[src/rtl/game_timer_pkg.sv]
// Shared types and constants for the game countdown timer.
// Holds the FSM state enum, BCD digit types and conversion helpers.
package game_timer_pkg;

  typedef enum logic [1:0] {
    ST_IDLE    = 2'd0,
    ST_RUNNING = 2'd1,
    ST_PAUSED  = 2'd2,
    ST_EXPIRED = 2'd3
  } state_e;

  typedef logic [3:0] bcd_t;

  typedef struct packed {
    bcd_t mt;
    bcd_t mo;
    bcd_t st;
    bcd_t so;
  } mmss_t;

  localparam mmss_t MMSS_MAX = '{
    mt: 4'd9, mo: 4'd9, st: 4'd5, so: 4'd9
  };

  localparam mmss_t MMSS_ZERO = '0;

  function automatic logic [6:0] bcd2_to_bin(
    input bcd_t t,
    input bcd_t o
  );
    return 7'(t) * 7'd10 + 7'(o);
  endfunction

  function automatic logic [7:0] bin_to_bcd2(
    input logic [6:0] v
  );
    return {4'(v / 7'd10), 4'(v % 7'd10)};
  endfunction

endpackage

[src/rtl/game_countdown_timer_bcd_mmss_adder.sv]
// Adds or subtracts 0..59 seconds to an MM:SS BCD value.
// Adds saturate at 99:59; subtracts floor at 00:00.
module bcd_mmss_adder
  import game_timer_pkg::*;
(
  input  mmss_t      t_i,
  input  logic       sub_i,
  input  logic [5:0] delta_i,
  output mmss_t      t_o
);

  logic [6:0] s_bin;
  logic [6:0] m_bin;
  logic [6:0] dlt;
  logic [6:0] s_sum;
  logic [6:0] m_sum;
  logic       sat;
  logic       flr;

  // Work in binary seconds/minutes, then re-encode as BCD.
  always_comb begin
    s_bin = bcd2_to_bin(t_i.st, t_i.so);
    m_bin = bcd2_to_bin(t_i.mt, t_i.mo);
    dlt   = {1'b0, delta_i};
    s_sum = s_bin;
    m_sum = m_bin;
    sat   = 1'b0;
    flr   = 1'b0;
    if (sub_i) begin
      if (s_bin >= dlt) begin
        s_sum = s_bin - dlt;
      end else if (m_bin == 7'd0) begin
        flr = 1'b1;
      end else begin
        s_sum = s_bin + 7'd60 - dlt;
        m_sum = m_bin - 7'd1;
      end
    end else begin
      s_sum = s_bin + dlt;
      if (s_sum >= 7'd60) begin
        s_sum = s_sum - 7'd60;
        m_sum = m_bin + 7'd1;
      end
      if (m_sum > 7'd99) begin
        sat = 1'b1;
      end
    end
    if (sat) begin
      t_o = MMSS_MAX;
    end else if (flr) begin
      t_o = MMSS_ZERO;
    end else begin
      t_o = {bin_to_bcd2(m_sum), bin_to_bcd2(s_sum)};
    end
  end

endmodule

[src/rtl/game_countdown_timer.sv]
// MM:SS game countdown timer with pause, bonus time and expiry pulse.
// Time is stored as BCD digits; all outputs come straight from flops.
module game_countdown_timer
  import game_timer_pkg::*;
#(
  parameter int INIT_MIN  = 1,
  parameter int INIT_SEC  = 30,
  parameter int WARN_SEC  = 10,
  parameter int BONUS_SEC = 10
) (
  input  logic       clk,
  input  logic       reset,
  input  logic       one_sec,
  input  logic       load,
  input  logic       start,
  input  logic       pause,
  input  logic       bonus,
  output logic [3:0] min_tens,
  output logic [3:0] min_ones,
  output logic [3:0] sec_tens,
  output logic [3:0] sec_ones,
  output logic       running,
  output logic       warning,
  output logic       time_up,
  output logic       expired
);

  localparam mmss_t INIT_T = {
    bin_to_bcd2(7'(INIT_MIN)),
    bin_to_bcd2(7'(INIT_SEC))
  };

  state_e state_q, state_d, st_sel;
  mmss_t  time_q, time_d;
  mmss_t  dec_t, bon_t;
  logic   tick_en, bon_en;
  logic   running_q, running_d;
  logic   warning_q, warning_d;
  logic   time_up_q, time_up_d;
  logic   expired_q, expired_d;

  bcd_mmss_adder u_dec (
    .t_i     (time_q),
    .sub_i   (1'b1),
    .delta_i ({5'd0, tick_en}),
    .t_o     (dec_t)
  );

  bcd_mmss_adder u_bonus (
    .t_i     (dec_t),
    .sub_i   (1'b0),
    .delta_i (bon_en ? 6'(BONUS_SEC) : 6'd0),
    .t_o     (bon_t)
  );

  // State selection first: load > pause > start.
  always_comb begin
    st_sel = state_q;
    if (load) begin
      st_sel = ST_IDLE;
    end else begin
      unique case (state_q)
        ST_IDLE: begin
          if (!pause && start) begin
            st_sel = (time_q == MMSS_ZERO) ?
                     ST_EXPIRED : ST_RUNNING;
          end
        end
        ST_RUNNING: begin
          if (pause) st_sel = ST_PAUSED;
        end
        ST_PAUSED: begin
          if (!pause && start) st_sel = ST_RUNNING;
        end
        default: st_sel = ST_EXPIRED;
      endcase
    end
    tick_en = one_sec && (state_q == ST_RUNNING) &&
              (st_sel == ST_RUNNING);
    bon_en  = bonus && !load && (st_sel != ST_EXPIRED);
  end

  // Time update, expiry detection and registered flag values.
  always_comb begin
    state_d = st_sel;
    time_d  = bon_t;
    if (load) begin
      time_d = INIT_T;
    end else if (st_sel == ST_EXPIRED) begin
      time_d = MMSS_ZERO;
    end else if (tick_en && bon_t == MMSS_ZERO) begin
      state_d = ST_EXPIRED;
      time_d  = MMSS_ZERO;
    end
    running_d = (state_d == ST_RUNNING);
    expired_d = (state_d == ST_EXPIRED);
    time_up_d = expired_d && (state_q != ST_EXPIRED);
    warning_d = ((state_d == ST_RUNNING) ||
                 (state_d == ST_PAUSED)) &&
                (time_d != MMSS_ZERO) &&
                (time_d.mt == 4'd0) && (time_d.mo == 4'd0) &&
                (bcd2_to_bin(time_d.st, time_d.so) <=
                 7'(WARN_SEC));
  end

  // State, time and flag registers with synchronous reset.
  always_ff @(posedge clk) begin
    if (reset) begin
      state_q   <= ST_IDLE;
      time_q    <= INIT_T;
      running_q <= 1'b0;
      warning_q <= 1'b0;
      time_up_q <= 1'b0;
      expired_q <= 1'b0;
    end else begin
      state_q   <= state_d;
      time_q    <= time_d;
      running_q <= running_d;
      warning_q <= warning_d;
      time_up_q <= time_up_d;
      expired_q <= expired_d;
    end
  end

  assign min_tens = time_q.mt;
  assign min_ones = time_q.mo;
  assign sec_tens = time_q.st;
  assign sec_ones = time_q.so;
  assign running  = running_q;
  assign warning  = warning_q;
  assign time_up  = time_up_q;
  assign expired  = expired_q;

endmodule

[config.mk]
export PLATFORM = sky130hd
export DESIGN_NAME = game_countdown_timer
export DESIGN_NICKNAME = d
export VERILOG_FILES = /design/src/rtl/game_timer_pkg.sv /design/src/rtl/game_countdown_timer_bcd_mmss_adder.sv /design/src/rtl/game_countdown_timer.sv
export SDC_FILE = /design/constraint.sdc
export NUM_CORES = 1
export LEC_CHECK = 0
export ABC_AREA = 1
export BUFFER_PORTS_ARGS = -buffer_cell sky130_fd_sc_hd__buf_2
export CAP_MARGIN = 20
export CORE_MARGIN = 10
export CORE_UTILIZATION = 50
export CTS_CLUSTER_DIAMETER = 50
export CTS_CLUSTER_SIZE = 28
export DETAILED_ROUTE_END_ITERATION = 6
export PLACE_DENSITY = 0.75
export SETUP_SLACK_MARGIN = 0.4
export SLEW_MARGIN = 20
export SYNTH_ARGS = -nofsm -noshare
export SYNTH_HDL_FRONTEND = slang
export SYNTH_SLANG_ARGS = --single-unit
[constraint.sdc]
create_clock -name clk -period 27.9 [get_ports clk]
set_input_delay 2.79 -clock clk [delete_from_list [all_inputs] [get_ports clk]]
set_output_delay 2.79 -clock clk [all_outputs]
set_load 0.03 [all_outputs]
After elaboration in Yosys (flattened, before gate mapping)

Index checks and enable logic that the tools add are counted.
Widths: inputs -> output; s select.

Register bits: 22
Output and inout bits: 20
Logic and storage cells: 92
Bits of input ports: 7

Add/sub/neg operators: 12
Reductions and logical operators: 21
Multipliers: 5
Mux-type cells: 24
$lt $le $gt $ge: 4
Divide/modulo/power cells: 8
Equality and inequality tests: 9

Operators by type and width:

| cell                | number |
|---|---|
| $mux 16             | 5 |
| $add 7x4->7         | 6 |
| $mux 7              | 6 |
| $logic_not 16->1    | 2 |
| $mul 4x3->6 const B | 5 |
| $div 7x4->7 const B | 4 |
| $mod 7x4->7 const B | 4 |
| $mux 2              | 8 |
| $reduce_bool 16->1  | 1 |
| $sub 7x1->7         | 2 |
| $logic_and 1x1->1   | 11 |
| $eq 2x2->1 const B  | 4 |
| $logic_not 4->1     | 2 |
| $add 7x1->7 const B | 1 |
| $add 7x6->7 const B | 1 |
| $ge 7x1->1          | 1 |
| $ge 7x6->1 const B  | 1 |
| $gt 7x7->1 const B  | 1 |
| $le 7x4->1 const B  | 1 |
| $logic_not 7->1     | 1 |
| $sub 7x1->7 const B | 1 |
| $sub 7x6->7 const B | 1 |
| $eq 2x1->1 const B  | 3 |
| $pmux 2 s3          | 1 |
| 6 further kinds     | 10 |

Logic depth before layout (Yosys ltp)

Word-level depth: 31
Gate-level depth with buffers: 96
Mapped depth without buffers: 95

Cells and area by module

From an unflattened synthesis, not the netlist that was laid out.

Cell total of the unflattened synthesis: 1345
Area, all modules: 8091.5 um^2

By module, submodules not included:

| module                    | cells each | area an instance (um^2) | times used |
|---|---|---|---|
| bcd_mmss_adder at u_dec   | 576        | 3388.2                  | 1 |
| bcd_mmss_adder at u_bonus | 577        | 3387.0                  | 1 |
| game_countdown_timer      | 192        | 1316.3                  | 1 |

Least setup slack after synthesis

No wires, ideal clock.

Kind: in2reg
From: input port pause
To: register warning_q (netlist: warning)
Setup time: 0.064 ns
Arrival: 12.954 ns
Data required time: 27.836 ns
Cell stages on the path: 79
Buffers on the path: 1
Slack: 14.882 ns
Path through: or2_2 -> nor2_1 -> ha_1 -> inv_1 -> nand2_1 -> nand2_1 -> nor2_2 -> nand3_4 -> nor2_8 -> buf_8 -> nand2_4 -> o22ai_2 -> xor2_2 -> nand3_1 -> nand2_2 -> inv_1 -> nand2_1 -> nand2_1 -> [... 43 more ...] -> ha_1 -> nand3b_2 -> nand2_2 -> inv_2 -> nand3_4 -> nor2_1 -> and2_1 -> nand4_1 -> nand2_1 -> nand2_2 -> inv_1 -> ha_1 -> o2111ai_1 -> a21oi_1 -> nand3_1 -> nor2_1 -> nand3_1 -> nor2_1

Word-level cells in the longest chain between the ends: 31
Elaborated cells between the ends (all ways): 63

RTL lines:

| what                                                 | RTL line                                               | source |
|---|---|---|
| start: declaration                                   | game_countdown_timer.sv:16                             | `input logic pause,` |
| $logic_not 1->1                                      | game_countdown_timer.sv:64, game_countdown_timer.sv:73 |  |
| $logic_and 1x1->1                                    | game_countdown_timer.sv:64, game_countdown_timer.sv:73 |  |
| $mux 2 (on tied branches)                            | game_countdown_timer.sv:73, game_countdown_timer.sv:64 |  |
| $pmux 2 s3 *                                         | game_countdown_timer.sv:62                             | `unique case (state_q)` |
| $mux 2 *                                             | game_countdown_timer.sv:59                             | `if (load) begin` |
| branches (longest 19 deep; another with $sub 7x1->7) | --                                                     |  |
| $mux 2 *                                             | game_countdown_timer.sv:87                             | `if (load) begin` |
| net state_d[1]                                       | game_countdown_timer.sv:33                             | `state_e state_q, state_d, st_sel;` |
| $eq 2x1->1 / $eq 2x2->1 (equally long branches)      | game_countdown_timer.sv:98, game_countdown_timer.sv:99 |  |
| $logic_or 1x1->1 *                                   | game_countdown_timer.sv:98                             | `warning_d = ((state_d == ST_RUNNING) \|\|` |
| $logic_and 1x1->1 *                                  | game_countdown_timer.sv:99                             | `(state_d == ST_PAUSED)) &&` |
| $logic_and 1x1->1 *                                  | game_countdown_timer.sv:100                            | `(time_d != MMSS_ZERO) &&` |
| $logic_and 1x1->1 * (2 in a row)                     | game_countdown_timer.sv:101                            | `(time_d.mt == 4'd0) && (time_d.mo == 4'd0) &&` |
| end signal: assignment                               | game_countdown_timer.sv:119                            | `warning_q <= warning_d;` |
| end: declaration                                     | game_countdown_timer.sv:38                             | `logic warning_q, warning_d;` |

Mark *: on every way through the listed nets, which the timed path passes.
A chain may end at the register's enable or synchronous reset.

Final worst setup path

From: input port load
To: register warning_q (netlist: warning)

Word-level cells in the longest chain between the ends: 27
Elaborated cells between the ends (all ways): 59

RTL lines:

| what                                                 | RTL line                                               | source |
|---|---|---|
| start: declaration                                   | game_countdown_timer.sv:14                             | `input logic load,` |
| branches (longest 20 deep; another with $sub 7x1->7) | --                                                     |  |
| $mux 2 *                                             | game_countdown_timer.sv:87                             |  |
| net state_d[1]                                       | game_countdown_timer.sv:33                             |  |
| $eq 2x1->1 / $eq 2x2->1 (equally long branches)      | game_countdown_timer.sv:98, game_countdown_timer.sv:99 |  |
| $logic_or 1x1->1 *                                   | game_countdown_timer.sv:98                             |  |
| $logic_and 1x1->1 *                                  | game_countdown_timer.sv:99                             |  |
| $logic_and 1x1->1 *                                  | game_countdown_timer.sv:100                            |  |
| $logic_and 1x1->1 * (2 in a row)                     | game_countdown_timer.sv:101                            |  |

Marked as above.

==> results.cfg <==
[synth]
yosysMostFrequentCell = nand2_1
synthTopCellsByCount = nand2_1 (186), inv_1 (117), nor2_1 (66)
synth_area_per_cell_um2 = 6.40
post-synth-top-area-cell = ha_1
synthCells = 755
yosysWarnings = 0
yosys_register_bits = 22
netlist_area_um2 = 4830
ys_seq_area_share_pct = 9.11
synth-edff-count = 0
netlist.area_leader.share_pct = 14.5
synth_area_leaders = ha_1 (15%), nand2_1 (14%), dfxtp_1 (9.1%), inv_1 (9.1%), nand3_1 (5.5%)
async_flop_share_pct = 0
yosys.cell_types.count = 56
syn-num-nets = 829
synth_flop_cell = dfxtp_1

[timing]
finalHoldViolCount = 0
max_slew_margin_pct = 61.9
setup_tns_ps = 0
worst_pin_slew_ps = 569
fin_crit_sh_pct = 51.7
setup_ws_ps = 13480
min_period_ps = 14420
grt_setup_unrepaired = false
slew_viol_final = 0
skew_ps = 4.94
setup_viol = 0
max_freq_mhz = 69.4

[global_routing]
grt_first_pass_wirelength_um = 19700
antenna_found_initial = 0
gr-total-overflow = 0
grtUsageTotal_pct = 15.7
grt_max_degree = 19
grt_pass1_vias = 4598

[drt]
drt_iter0_markers = 247
vias = 4746
ant_nets = 0
firstDrtPassIters = 5
drc = 0
routed_wirelength_um = 11300
viasPerCell = 5.23
post_drt_wl_per_cell_um = 12.4

[placement]
dp_slack_ps = 13280
place_congestion = 0.906
dpl.hpwl_um = 9790
portBuffers = 26

[clock_tree]
cts_made_buffers = 3
cts-root-buf = clkbuf_8
cts_hold_buf = 0
cts_tree = yes
cts_setup_buffers = 0
clock_latency_ps = 270
cts_max_level = 1
clk_pin_slew_worst_paths_ps = 80
clockBufferDepth = 2
cts_sinks = 22
postCtsResizedCells = 0

[critical_path]
cp-end-kind = flip-flop
worstPathArrival_ps = 14630
worstSetupPathType = in -> reg
worstPathRequired_ps = 28110
critPathMaxFanout = 14
slowest_stage = fa_1
crit_path_max_incr_delay_ps = 370
crit_family = simple AND/OR/NAND/NOR gates
path_buf_inv = 15
crit_path_frequent_cell = nand2_1
startpoint_type = primary input

[floorplanning]
core-area_um2 = 9330
die_h_um = 118
die_x_um = 118
dieArea_um2 = 14000
start_util_pct = 51.8
ioPinCount = 27
rows = 35

[run_status]
status = finished clean

[hold_path]
hold_class = reg -> reg

[finish]
multi_input_area_um2 = 3810
regArea_um2 = 440
drive_above_1_share_pct = 19.1
fillCellCount = 947
fin_nets = 854
num_antenna_cells = 0
syn_to_final_growth_pct = 6.76

[run]
cap_violations = 0
==> worst register-to-register path, delay by kind of cell, from the launching register on <==
kind	cells	cell delay [ps]
xor gates and xnor gates	5	1300
DFF	1	360
AOI/OAI and AO/OA	9	1450
buffers and inverters	13	1120
adders and majority gates	12	3220
and+or+nand+nor	45	5020
==> final timing paths <==
check                                 start  slack, ps      end  cells past startpoint
worst min register to register   state_q[1]        530  time_up                      1
worst max register to register  sec_tens[0]      15400  warning                     84
worst max-delay path                   load      13480  warning                     86
worst min-delay path             state_q[1]        530  time_up                      1
==> through the flow <==
step / std cells / cell area (µm²) / utilization [%] / hold slack [ps]
detailed placement: 904 / 5090 / 54.5 / 521
global placement: 904 / 5090 / 54.5 / 510
floorplan: 755 / 4830 / - / 469
global route: 908 / 5160 / 55.3 / 572
CTS: 908 / 5160 / 55.3 / 535
finish: 908 / 5160 / 55.3 / 530
==> final cells by class <==
| class | instances | share of cell area, % |
|---|---|---|
| clock buffers | 3 | 0.800 |
| clock inverters | 1 | 0.582 |
| inverters | 145 | 10.6 |
| multi-input cells | 582 | 73.9 |
| flip-flops and latches | 22 | 8.54 |
| well taps | 129 | 3.13 |
| repair buffers | 26 | 2.52 |
==> logic make-up after synthesis <==
logic type,share of synthesized area [%]
simple gates,44.7
buf+inv,12.0
fa+ha+maj,19.1
compound gates,8.36
xor+xnor,6.09
flops,9.11
mux,0.647
==> flip-flops by register name, summed over array words and instances, names as in the netlist <==
name      cells
expired       1
time_up       1
sec_ones      4
min_ones      4
warning       1
min_tens      4
state_q       2
running       1
sec_tens      4
==> routing by layer <==
layer  vias to the layer above  global-route usage [%]  wire length [µm]
met5                         -                       0                 0
met4                         0                    3.01               108
met3                        13                   0.904               419
met2                       103                    30.4              5790
met1                      2188                    18.4              4950
li1                       2442                       -                 -
==> placed cells by master, fill, tap and decap left out, drive strengths merged, types with 2 or more instances in the layout <==
master,netlist,final
dfxtp,22,22
nor3,6,6
clkbuf,2,3
mux2i,2,2
o211ai,3,3
nor4,6,6
o21ai,27,27
buf,4,26
ha,56,56
nand3b,8,8
inv,144,144
fa,11,11
nand4,20,20
nand2,231,231
xnor2,6,6
xor2,22,22
nor2,75,75
a21oi,20,20
or2,5,5
o21a,2,2
and2,3,3
o2111ai,3,3
nand3,67,67
Power is not shown: default switching activity piles up to over one toggle a cycle in this logic, so the estimate is an artifact.
